$ cat src/rtl/spi_slave_param.sv
// rtl/spi_slave_param.sv - SPI slave front end between an SPI master and a single-port RAM
// Optional frame_err output is enabled by defining SPI_SLAVE_ERR_EN.
module spi_slave_param #(
    parameter int DATA_W      = 8,
    parameter int TX_WAIT_MAX = 15
) (
    input  logic              clk,
    input  logic              rst,
    input  logic              SS_n,
    input  logic              MOSI,
    output logic              MISO,
    output logic [DATA_W+1:0] rx_data,
    output logic              rx_valid,
    input  logic [DATA_W-1:0] tx_data,
    input  logic              tx_valid,
    output logic              rd_pend
`ifdef SPI_SLAVE_ERR_EN
    ,
    output logic              frame_err
`endif
);
    localparam int RX_W   = DATA_W + 2;
    localparam int CNT_W  = $clog2(RX_W + 1);
    localparam int WAIT_W = $clog2(TX_WAIT_MAX + 1);
    localparam logic [CNT_W-1:0]  RX_LAST   = CNT_W'(RX_W - 1);
    localparam logic [CNT_W-1:0]  TX_BITS   = CNT_W'(DATA_W);
    localparam logic [WAIT_W-1:0] WAIT_LAST = WAIT_W'(TX_WAIT_MAX - 1);

    typedef enum logic [2:0] {
        IDLE, CHK_CMD, WRITE, READ_ADD, READ_DATA, WAIT_TX, SEND, DONE
    } state_t;

    state_t            state_q, state_d;
    logic [CNT_W-1:0]  bit_cnt_q, bit_cnt_d;
    logic [WAIT_W-1:0] wait_cnt_q, wait_cnt_d;
    logic [RX_W-2:0]   rx_shift_q, rx_shift_d;
    logic [DATA_W-1:0] tx_shift_q, tx_shift_d;
    logic [RX_W-1:0]   rx_data_q, rx_data_d;
    logic              rx_valid_q, rx_valid_d;
    logic              miso_q, miso_d;
    logic              rd_pend_q, rd_pend_d;
`ifdef SPI_SLAVE_ERR_EN
    logic              err_q, err_d;
`endif

    always_comb begin
        state_d    = state_q;
        bit_cnt_d  = bit_cnt_q;
        wait_cnt_d = wait_cnt_q;
        rx_shift_d = rx_shift_q;
        tx_shift_d = tx_shift_q;
        rx_data_d  = rx_data_q;
        rx_valid_d = 1'b0;
        miso_d     = miso_q;
        rd_pend_d  = rd_pend_q;
`ifdef SPI_SLAVE_ERR_EN
        err_d      = 1'b0;
`endif
        // Deselect ends any frame; only a frame that never reached DONE is an error.
        if (state_q != IDLE && SS_n) begin
            state_d    = IDLE;
            bit_cnt_d  = '0;
            wait_cnt_d = '0;
            miso_d     = 1'b0;
`ifdef SPI_SLAVE_ERR_EN
            err_d      = (state_q != DONE);
`endif
        end else begin
            case (state_q)
                IDLE: begin
                    bit_cnt_d  = '0;
                    wait_cnt_d = '0;
                    miso_d     = 1'b0;
                    if (!SS_n) state_d = CHK_CMD;
                end
                CHK_CMD: begin
                    rx_shift_d = {rx_shift_q[RX_W-3:0], MOSI};
                    bit_cnt_d  = CNT_W'(1);
                    if (!MOSI)          state_d = WRITE;
                    else if (rd_pend_q) state_d = READ_DATA;
                    else                state_d = READ_ADD;
                end
                WRITE, READ_ADD, READ_DATA: begin
                    if (bit_cnt_q == RX_LAST) begin
                        rx_data_d  = {rx_shift_q, MOSI};
                        rx_valid_d = 1'b1;
                        bit_cnt_d  = '0;
                        wait_cnt_d = '0;
                        if (state_q == READ_DATA) begin
                            state_d = WAIT_TX;
                        end else begin
                            state_d = DONE;
                            if (state_q == READ_ADD) rd_pend_d = 1'b1;
                        end
                    end else begin
                        rx_shift_d = {rx_shift_q[RX_W-3:0], MOSI};
                        bit_cnt_d  = bit_cnt_q + CNT_W'(1);
                    end
                end
                WAIT_TX: begin
                    if (tx_valid) begin
                        miso_d     = tx_data[DATA_W-1];
                        tx_shift_d = tx_data << 1;
                        bit_cnt_d  = CNT_W'(1);
                        state_d    = SEND;
                    end else if (wait_cnt_q == WAIT_LAST) begin
                        wait_cnt_d = '0;
                        state_d    = DONE;
`ifdef SPI_SLAVE_ERR_EN
                        err_d      = 1'b1;
`endif
                    end else begin
                        wait_cnt_d = wait_cnt_q + WAIT_W'(1);
                    end
                end
                SEND: begin
                    if (bit_cnt_q == TX_BITS) begin
                        miso_d    = 1'b0;
                        rd_pend_d = 1'b0;
                        bit_cnt_d = '0;
                        state_d   = DONE;
                    end else begin
                        miso_d     = tx_shift_q[DATA_W-1];
                        tx_shift_d = tx_shift_q << 1;
                        bit_cnt_d  = bit_cnt_q + CNT_W'(1);
                    end
                end
                DONE: begin
                    miso_d = 1'b0;
                end
                default: begin
                    state_d = IDLE;
                end
            endcase
        end
    end

    always_ff @(posedge clk) begin
        if (rst) begin
            state_q    <= IDLE;
            bit_cnt_q  <= '0;
            wait_cnt_q <= '0;
            rx_shift_q <= '0;
            tx_shift_q <= '0;
            rx_data_q  <= '0;
            rx_valid_q <= 1'b0;
            miso_q     <= 1'b0;
            rd_pend_q  <= 1'b0;
`ifdef SPI_SLAVE_ERR_EN
            err_q      <= 1'b0;
`endif
        end else begin
            state_q    <= state_d;
            bit_cnt_q  <= bit_cnt_d;
            wait_cnt_q <= wait_cnt_d;
            rx_shift_q <= rx_shift_d;
            tx_shift_q <= tx_shift_d;
            rx_data_q  <= rx_data_d;
            rx_valid_q <= rx_valid_d;
            miso_q     <= miso_d;
            rd_pend_q  <= rd_pend_d;
`ifdef SPI_SLAVE_ERR_EN
            err_q      <= err_d;
`endif
        end
    end

    assign MISO     = miso_q;
    assign rx_data  = rx_data_q;
    assign rx_valid = rx_valid_q;
    assign rd_pend  = rd_pend_q;
`ifdef SPI_SLAVE_ERR_EN
    assign frame_err = err_q;
`endif

endmodule

$ cat config.mk
export PLATFORM = sky130hd
export DESIGN_NAME = spi_slave_param
export DESIGN_NICKNAME = d
export VERILOG_FILES = /design/src/rtl/spi_slave_param.sv
export SDC_FILE = /design/constraint.sdc
export NUM_CORES = 1
export LEC_CHECK = 0
export BUFFER_PORTS_ARGS = -buffer_cell sky130_fd_sc_hd__buf_2
export CAP_MARGIN = 20
export CORE_ASPECT_RATIO = 1.4
export CORE_MARGIN = 2
export CORE_UTILIZATION = 36
export CTS_BUF_LIST = sky130_fd_sc_hd__clkbuf_4
export DETAILED_ROUTE_END_ITERATION = 8
export PLACE_DENSITY_LB_ADDON = 0.12
export REMOVE_ABC_BUFFERS = 1
export SLEW_MARGIN = 0
export SYNTH_ARGS = -nofsm -noshare
export SYNTH_HDL_FRONTEND = slang
export SYNTH_SLANG_ARGS = --single-unit
$ cat constraint.sdc
create_clock -name clk -period 2.4 [get_ports clk]
set_input_delay 0.24 -clock clk [delete_from_list [all_inputs] [get_ports clk]]
set_output_delay 0.24 -clock clk [all_outputs]
set_load 0.02 [all_outputs]
==> impl_metrics.yaml, run 1 <==
layout:
  n_antenna_cell: 0
  drive_gt1_frac: 0.218
  fin_nets: 256
  fillers: 605
  seqCellArea_um2: 801
  finish.instance_area_um2: 2230
  fin_cells: 307
  areaGrowthSynthToFinish_pct: 11.6
  multi_input_area_um2: 1090
detailed_routing:
  dr.pass1.iters: 4
  drt_wl_total_um: 4190
  vias: 1564
  drc: 0
  drt_iter0_drc: 85
  antenna_left: 0
  wl_per_cell_um: 13.7
  routed_via_density: 5.09
sta:
  setup_viol: 0
  rsz0062_at_grt: "no"
  worst_slack_ps: 534
  setup_tns_ps: 0
  layout_min_cycle_time_ps: 1870
  fmax_mhz: 536
  hold-worst-slack_ps: 131
  slew_headroom: 0.598
  drv_slew: 0
  fin_crit_sh: 0.778
  worst_clock_skew_ps: 6.84
  final_hold_viol_count: 0
  worst_pin_slew_ps: 603
cts:
  numCtsBuffers: 5
  cts_hold_buf: 0
  cts_buffer_depth: 2
  postCtsSetupBuffers: 0
  tritoncts: "yes"
  post_cts_resized: 0
  clock_sinks: 40
  clk_latency_ps: 350
  htree_num_levels: 2
  root_buffer: "clkbuf_4"
  clk_pin_slew_ps: 130
min_path:
  hp-class: "input port to register"
critical_path:
  slowest_stage: "dfxtp_1"
  reg2reg_slack_ps: 530
  cp-end-kind: "register"
  crit_required_ps: 2690
  critPathKind: "register to register"
  arrival_ps: 2150
  start_kind: "register"
  max_stage_delay_ps: 680
  path_cells: "nor3b_2, o21ai_0, a21oi_1, buf_4, mux2i_1"
  worstPathMaxFanout: 18
  crit_buf_inv: 1
  path_delay_family: "flip-flops"
power_and_ir_drop:
  pwr-share-clk: 0.323
  p_sw_frac: 0.269
  ir_worst_vdd_uv: 290
  switchingPower_uw: 309
  p_int_uw: 841
  leakagePower_uw: 0.000947
  powerDensity_nw_per_um2: 515
  p_comb_frac: 0.083
  seqPwrFrac: 0.594
floorplan:
  rows: 32
  ioPinCount: 26
  core_area_um2: 5450
  die-area_um2: 6190
  die_y_um: 92.3
  die_x_um: 67.0
  start_util: 0.368
yosys:
  synth_fa_ha_area_frac: 0.0312
  synth_top_family_by_area: "simple AND/OR/NAND/NOR gates"
  yosys_register_bits: 40
  yosys.area_share.simple: 0.221
  synth_edf_count: 0
  avgSynthCellArea_um2: 9.45
  synth.area.top_cells: "dfxtp_1 40%, mux2i_1 13%, nand2b_1 5.0%, nor2_1 4.5%, ha_1 3.1%"
  synth_seq_area_share: 0.400
  synthArstFlopShare: 0
  yosysWarningCount: 0
  synth-compound-area-share: 0.162
  yosys.cell_types.count: 50
  syn_inst: 212
  synthMuxAreaShare: 0.130
  synth_common_cells: "40 x dfxtp_1, 26 x mux2i_1, 24 x nor2_1, 16 x nand2b_1, 12 x nand2_1"
  synth_ff_type: "dfxtp_1"
  synth.top_cell.area_share: 0.400
  syn_area_um2: 2000
  yosys.area_share.xor_xnor: 0
  yosysTopAreaCell: "dfxtp_1"
  post-synth-top-count-cell: "dfxtp_1"
grt:
  grt.total_usage: 0.149
  grt.overflow.total: 0
  grt_pass1_vias: 1555
  grt_max_degree: 31
  grt_pass1_wl_um: 7140
  gr-usage-met2: 0.238
  grt.busiest_layer: "met2"
  grtUsageMet1: 0.190
  use_met3: 0.0393
  antenna_found_initial: 0
place:
  placed_cell_area_um2: 2170
  pre_cts_ws_ps: 557
  dp.cells: 299
  gp_congestion: 0.814
  portBuffers: 25
  dp_hpwl_um: 2980
outcome:
  status: "finished, final reports clean"
flow_run:
  drv_cap: 0
[worst register-to-register path, cell delays in order (launching register included)]
cell     delay, ps
dfxtp_1        680
nor3b_2        400
o21ai_0        130
a21oi_1        170
buf_4          220
mux2i_1        210
[sequential cells by signal, summed over array words and instances, names as in the netlist]
register / flops
bit_cnt_q: 4
state_q: 3
rx_valid: 1
rx_shift_q: 9
MISO: 1
rd_pend: 1
tx_shift_q: 7
rx_data: 10
wait_cnt_q: 4
[path summary, 6_finish.rpt]
path                               startpoint       endpoint  depth (start not counted)
worst max-delay path               state_q[2]  rx_shift_q[7]                          5
worst min-delay path               tx_data[0]  tx_shift_q[1]                          3
worst max register to register     state_q[2]  rx_shift_q[7]                          5
worst min register to register  tx_shift_q[1]  tx_shift_q[1]                          2
[cells by family after synthesis]
group	after synthesis
fa+ha+maj	5
mux	26
simple gates	79
flops	40
buf+inv	19
compound gates	43
[power by group through the flow]
stage          combinational, uW  clock, uW  sequential, uW
2_1_floorplan               57.5          0             697
3_3_place_gp                97.0          0             698
3_5_place_dp                96.4          0             698
4_1_cts                     96.6        388             684
5_1_grt                      107        415             686
6_report                    95.1        371             684
[metal layers]
metal | up-vias | wire [um] | part of all wire
met5 | - | 0 | 0
met4 | 0 | 62 | 0.015
met3 | 6 | 133 | 0.032
met2 | 17 | 2030 | 0.48
met1 | 737 | 1960 | 0.47
li1 | 804 | - | -
[stage by stage]
step                      total power (uW)   util
final                                 1150  0.410
after global routing                  1210  0.410
after CTS                             1170  0.410
after detailed placement               794  0.399
after global placement                 795  0.399
after floorplan                        754      -
[final cells by class]
type,instances,share of cell area
Clock buffer,6,0.0202
Clock inverter,2,0.00728
Inverter,7,0.0118
Multi-Input combinational cell,153,0.488
Sequential cell,40,0.358
Tap cell,68,0.0381
Timing Repair Buffer,31,0.0761
[layout by cell type (no fill, tap or decap), types with 2 or more instances in the layout]
| master | count |
|---|---|
| a21oi_1 | 10 |
| a31oi_1 | 2 |
| nor2_1 | 24 |
| a211oi_1 | 4 |
| a311oi_1 | 2 |
| o21ai_0 | 8 |
| a21o_1 | 2 |
| and3b_1 | 2 |
| nand3_1 | 4 |
| nand3b_1 | 2 |
| mux2i_1 | 26 |
| dfxtp_1 | 40 |
| inv_1 | 7 |
| nand2_1 | 12 |
| a211oi_2 | 3 |
| buf_2 | 25 |
| buf_4 | 6 |
| clkbuf_4 | 6 |
| ha_1 | 5 |
| nor2b_1 | 3 |
| nand2b_1 | 16 |
(Power assumes the default switching activity.)
==> run 2, diff against run 1 <==
==> constraint.sdc (replaced) <==
create_clock -name clk -period 1.6 [get_ports clk]
set_input_delay 0.16 -clock clk [delete_from_list [all_inputs] [get_ports clk]]
set_output_delay 0.16 -clock clk [all_outputs]
set_load 0.02 [all_outputs]
==> run 2 against run 1 <==
  * Die area stayed put
  * Sequential cell count unchanged
  * Routed wire length increased by 4.4%
  * Largest power group unchanged
==> impl_metrics.yaml, run 2 (synthesized netlist as in run 1, its figures left out) <==
sta:
  drv_slew: 0
  fmax_mhz: 630
  worst_pin_slew_ps: 332
  layout_min_cycle_time_ps: 1590
  final_hold_viol_count: 0
  setup_viol: 0
  fin_crit_sh: 0.991
  setup_tns_ps: 0
  worst_clock_skew_ps: 6.72
  rsz0062_at_grt: "yes"
  slew_headroom: 0.778
detailed_routing:
  vias: 1679
  wl_per_cell_um: 13.2
  antenna_left: 0
  drt_wl_total_um: 4380
  routed_via_density: 5.07
  drt_iter0_drc: 50
  dr.pass1.iters: 4
  drc: 0
floorplan:
  ioPinCount: 26
  die_y_um: 92.3
  die_x_um: 67.0
  rows: 32
  core_area_um2: 5450
  die-area_um2: 6190
  start_util: 0.368
layout:
  finish.instance_area_um2: 2520
  areaGrowthSynthToFinish_pct: 25.9
  fin_nets: 280
  fin_cells: 331
  seqCellArea_um2: 811
  drive_gt1_frac: 0.346
  largest_reg_flops: 10
  final_cell_mix: "36 x dfxtp_1, 26 x mux2i_1, 25 x buf_2, 25 x buf_4, 24 x nor2_1"
  fin_util: 0.463
  fillers: 575
  layout_commonest_cell: "dfxtp_1"
  multi_input_area_um2: 1140
  n_antenna_cell: 0
cts:
  tritoncts: "yes"
  clk_pin_slew_ps: 120
  cts_buffer_depth: 2
  clock_sinks: 40
  clk_latency_ps: 350
  root_buffer: "clkbuf_4"
  numCtsBuffers: 5
  cts_hold_buf: 0
  htree_num_levels: 2
grt:
  gr-usage-met2: 0.240
  antenna_found_initial: 0
  grt_pass1_wl_um: 7130
  grtUsageMet1: 0.190
  grt_max_degree: 31
  grt.total_usage: 0.150
  use_met3: 0.0405
  grt.overflow.total: 0
  grt_pass1_vias: 1546
  grt.busiest_layer: "met2"
critical_path:
  arrival_ps: 1830
  start_kind: "register"
  max_stage_delay_ps: 390
  worstPathMaxFanout: 7
  slowest_stage: "dfxtp_4"
  cp-end-kind: "register"
  critPathKind: "register to register"
  crit_required_ps: 1840
  path_cells: "inv_2, ha_2, and3b_4, o32ai_4, clkbuf_16, buf_4, a211oi_2"
power_and_ir_drop:
  powerDensity_nw_per_um2: 687
  p_total_uw: 1730
  leakagePower_uw: 0.00109
  ir_worst_vdd_uv: 434
min_path:
  hp-class: "input port to register"
flow_run:
  drv_cap: 0
place:
  portBuffers: 25
  gp_congestion: 0.758
  dp.cells: 320
  placed_cell_area_um2: 2360
  dp_hpwl_um: 3150
outcome:
  status: "finished, final reports clean"
## run 2: metal layers
metal,share of wire,wire [um]
met4,0.016,72
met1,0.45,1980
met2,0.50,2190
met3,0.031,136
met5,0,0
## run 2: stage by stage
step                      hold WS (ps)  worst slack [ps]
after global placement             435             -2.52
after detailed placement           436              5.19
after floorplan                    225              -393
after CTS                         39.2             -4.04
final                             46.2              13.8
after global routing              14.4             -57.4
## run 2: critical path: cells and delay by family, from the launching register on
kind / cells / cell delay [ps]
buffers and inverters: 3 / 360
adders and majority gates: 1 / 170
and+or+nand+nor: 1 / 210
DFF: 1 / 390
AOI/OAI and AO/OA: 2 / 350
## run 2: final timing paths
kind | start | slack [ps] | depth (start not counted) | to
setup / recovery | bit_cnt_q[0] | 10 | 7 | tx_shift_q[3]
hold / removal | tx_data[0] | 50 | 3 | tx_shift_q[1]
setup reg to reg | bit_cnt_q[0] | 10 | 7 | tx_shift_q[3]
hold reg to reg | MISO | 480 | 2 | MISO
## run 2: where the power goes
group          switching [uW]  total (uW)  internal (uW)
logic                    97.7         197           99.4
registers                15.5        1020           1010
clock network             349         515            166
## run 2: timing repair
action | in CTS | in global routing
pin swaps | 0 | 12
gates resized for setup | 2 | 22
endpoints found under the setup margin | 8 | 29
cloned | 0 | 2
buffers inserted | 0 | 1
## run 2: layout make-up
cell class              count  share of cell area
clock buffers               5              0.0149
clock inverters             3             0.00744
inverters                   7              0.0104
multi-input cells         153               0.453
flip-flops and latches     40               0.321
well taps                  68              0.0337
repair buffers             55               0.159
==> run 3, diff against run 2 <==
--- a/config.mk
+++ b/config.mk
@@ -12,7 +12,6 @@
 export CORE_UTILIZATION = 36
 export CTS_BUF_LIST = sky130_fd_sc_hd__clkbuf_4
 export DETAILED_ROUTE_END_ITERATION = 8
-export PLACE_DENSITY_LB_ADDON = 0.12
 export REMOVE_ABC_BUFFERS = 1
 export SLEW_MARGIN = 0
 export SYNTH_ARGS = -nofsm -noshare
==> run 3 against run 2 <==
  * Critical path depth did not move
  * Sequential share of layout area down 0.58 points
  * Register-to-register slack is essentially flat
  * Clock power is 5.6% higher
  * Design area rose by 1.7%
  * Largest cell class unchanged
==> impl_metrics.yaml, run 3 (synthesized netlist as in run 1, its figures left out) <==
outcome:
  status: "finished, final reports clean"
grt:
  grt.total_usage: 0.154
  antenna_found_initial: 0
  grt_pass1_vias: 1661
  grt_max_degree: 31
  grt.overflow.total: 0
  grt_pass1_wl_um: 7270
critical_path:
  worstPathMaxFanout: 8
  path_cells: "inv_2, ha_2, and3b_4, o32ai_4, buf_6, buf_4, a211oi_2"
  crit_required_ps: 1850
  slowest_stage: "dfxtp_4"
  path_delay_family: "flip-flops"
  max_stage_delay_ps: 400
  arrival_ps: 1840
  start_kind: "register"
  reg2reg_depth: 7
  path_depth: 7
  cp-end-kind: "register"
  critPathKind: "register to register"
  crit_buf_inv: 3
detailed_routing:
  dr.pass1.iters: 4
  wl_per_cell_um: 13.0
  drt_wl_total_um: 4340
  vias: 1666
  drt_iter0_drc: 29
  antenna_left: 0
  drc: 0
  routed_via_density: 5.00
cts:
  clk_pin_slew_ps: 130
  tritoncts: "yes"
  htree_num_levels: 2
  root_buffer: "clkbuf_4"
  clk_latency_ps: 350
  clock_sinks: 40
  cts_buffer_depth: 2
  numCtsBuffers: 5
min_path:
  worstHoldPathCells: 3
  hp-class: "input port to register"
place:
  gp_congestion: 0.820
  portBuffers: 25
  dp_hpwl_um: 3160
  dp.cells: 321
sta:
  final_hold_viol_count: 0
  layout_min_cycle_time_ps: 1600
  rsz0062_at_grt: "yes"
  setup_tns_ps: 0
  worst_clock_skew_ps: 6.92
  fmax_mhz: 627
  fin_crit_sh: 0.997
  drv_slew: 0
  setup_viol: 0
  slew_headroom: 0.769
  worst_pin_slew_ps: 346
layout:
  drive_gt1_frac: 0.389
  largest_reg_flops: 10
  areaGrowthSynthToFinish_pct: 28.0
  fin_cells: 333
  final_cell_mix: "35 x dfxtp_1, 27 x buf_4, 26 x mux2i_1"
  layout_commonest_cell: "dfxtp_1"
  fin_nets: 282
  n_antenna_cell: 0
  fin_util: 0.471
floorplan:
  rows: 32
  ioPinCount: 26
  die_x_um: 67.0
  die_y_um: 92.3
  die-area_um2: 6190
  core_area_um2: 5450
  start_util: 0.368
power_and_ir_drop:
  powerDensity_nw_per_um2: 685
  ir_worst_vdd_uv: 512
  p_total_uw: 1760
  leakagePower_uw: 0.00112
flow_run:
  drv_cap: 0
==> run 3: cell types whose count changed in the layout (fill, tap and decap cells not counted), sizes merged <==
cell	before	now
buf	54	57
clkbuf	6	5
clkinvlp	2	1
inv	7	8
==> run 3: timing repair <==
action | in CTS | in global routing
pin swaps | 1 | 11
resized for setup | 8 | 29
hold buffers | 0 | 0
setup buffers | 3 | 1
setup endpoints to repair | 19 | 35
==> run 3: worst register-to-register path: cells and delay by family, from the launching register on <==
family / cells / cell delay (ps)
flip-flops: 1 / 400
adder cells (fa/ha/maj): 1 / 160
AND/OR/NAND/NOR: 1 / 210
AO/OA/AOI/OAI: 2 / 370
buffers and inverters: 3 / 360
==> run 3: final timing paths <==
check,startpoint,endpoint,slack [ps]
min,tx_data[0],tx_shift_q[1],50
max,bit_cnt_q[0],tx_shift_q[7],5
max reg2reg,bit_cnt_q[0],tx_shift_q[7],5
min reg2reg,MISO,MISO,480
==> run 3: cell type report <==
class	count	area [um2]
clock buffers	5	37.5
repair buffers	57	393
flip-flops and latches	40	810
inverters	7	26.3
well taps	68	85.1
clock inverters	3	21.3
multi-input cells	153	1190
fillers	528	2880
==> run 3: power by group <==
| part | internal (uW) | total, uW | switching (uW) | leakage (uW) |
|---|---|---|---|---|
| Clock | 174 | 544 | 370 | 0.0000316 |
| Sequential | 1010 | 1020 | 17.5 | 0.000325 |
| Combinational | 93.5 | 188 | 94.9 | 0.000768 |
| Total | 1270 | 1760 | 483 | 0.00112 |
==> run 3: per-stage QoR <==
| stage | hold slack (ps) | cell area, um2 | worst slack, ps |
|---|---|---|---|
| 4_1_cts | 41.9 | 2450 | 9.38 |
| 2_1_floorplan | 225 | 1920 | -393 |
| 5_1_grt | 38.7 | 2560 | -78.6 |
| 3_5_place_dp | 442 | 2350 | -49.7 |
| 3_3_place_gp | 436 | 2350 | -76.3 |
| 6_report | 45.3 | 2560 | 4.59 |
==> run 3: per-layer routing <==
| layer | vias up | routed length, um | part of all wire | track usage |
|---|---|---|---|---|
| met3 | 6 | 131 | 0.030 | 0.0368 |
| met2 | 22 | 2170 | 0.50 | 0.260 |
| met5 | - | 0 | 0 | 0 |
| met1 | 784 | 1950 | 0.45 | 0.176 |
| li1 | 854 | - | - | - |
| met4 | 0 | 88 | 0.020 | 0.0748 |
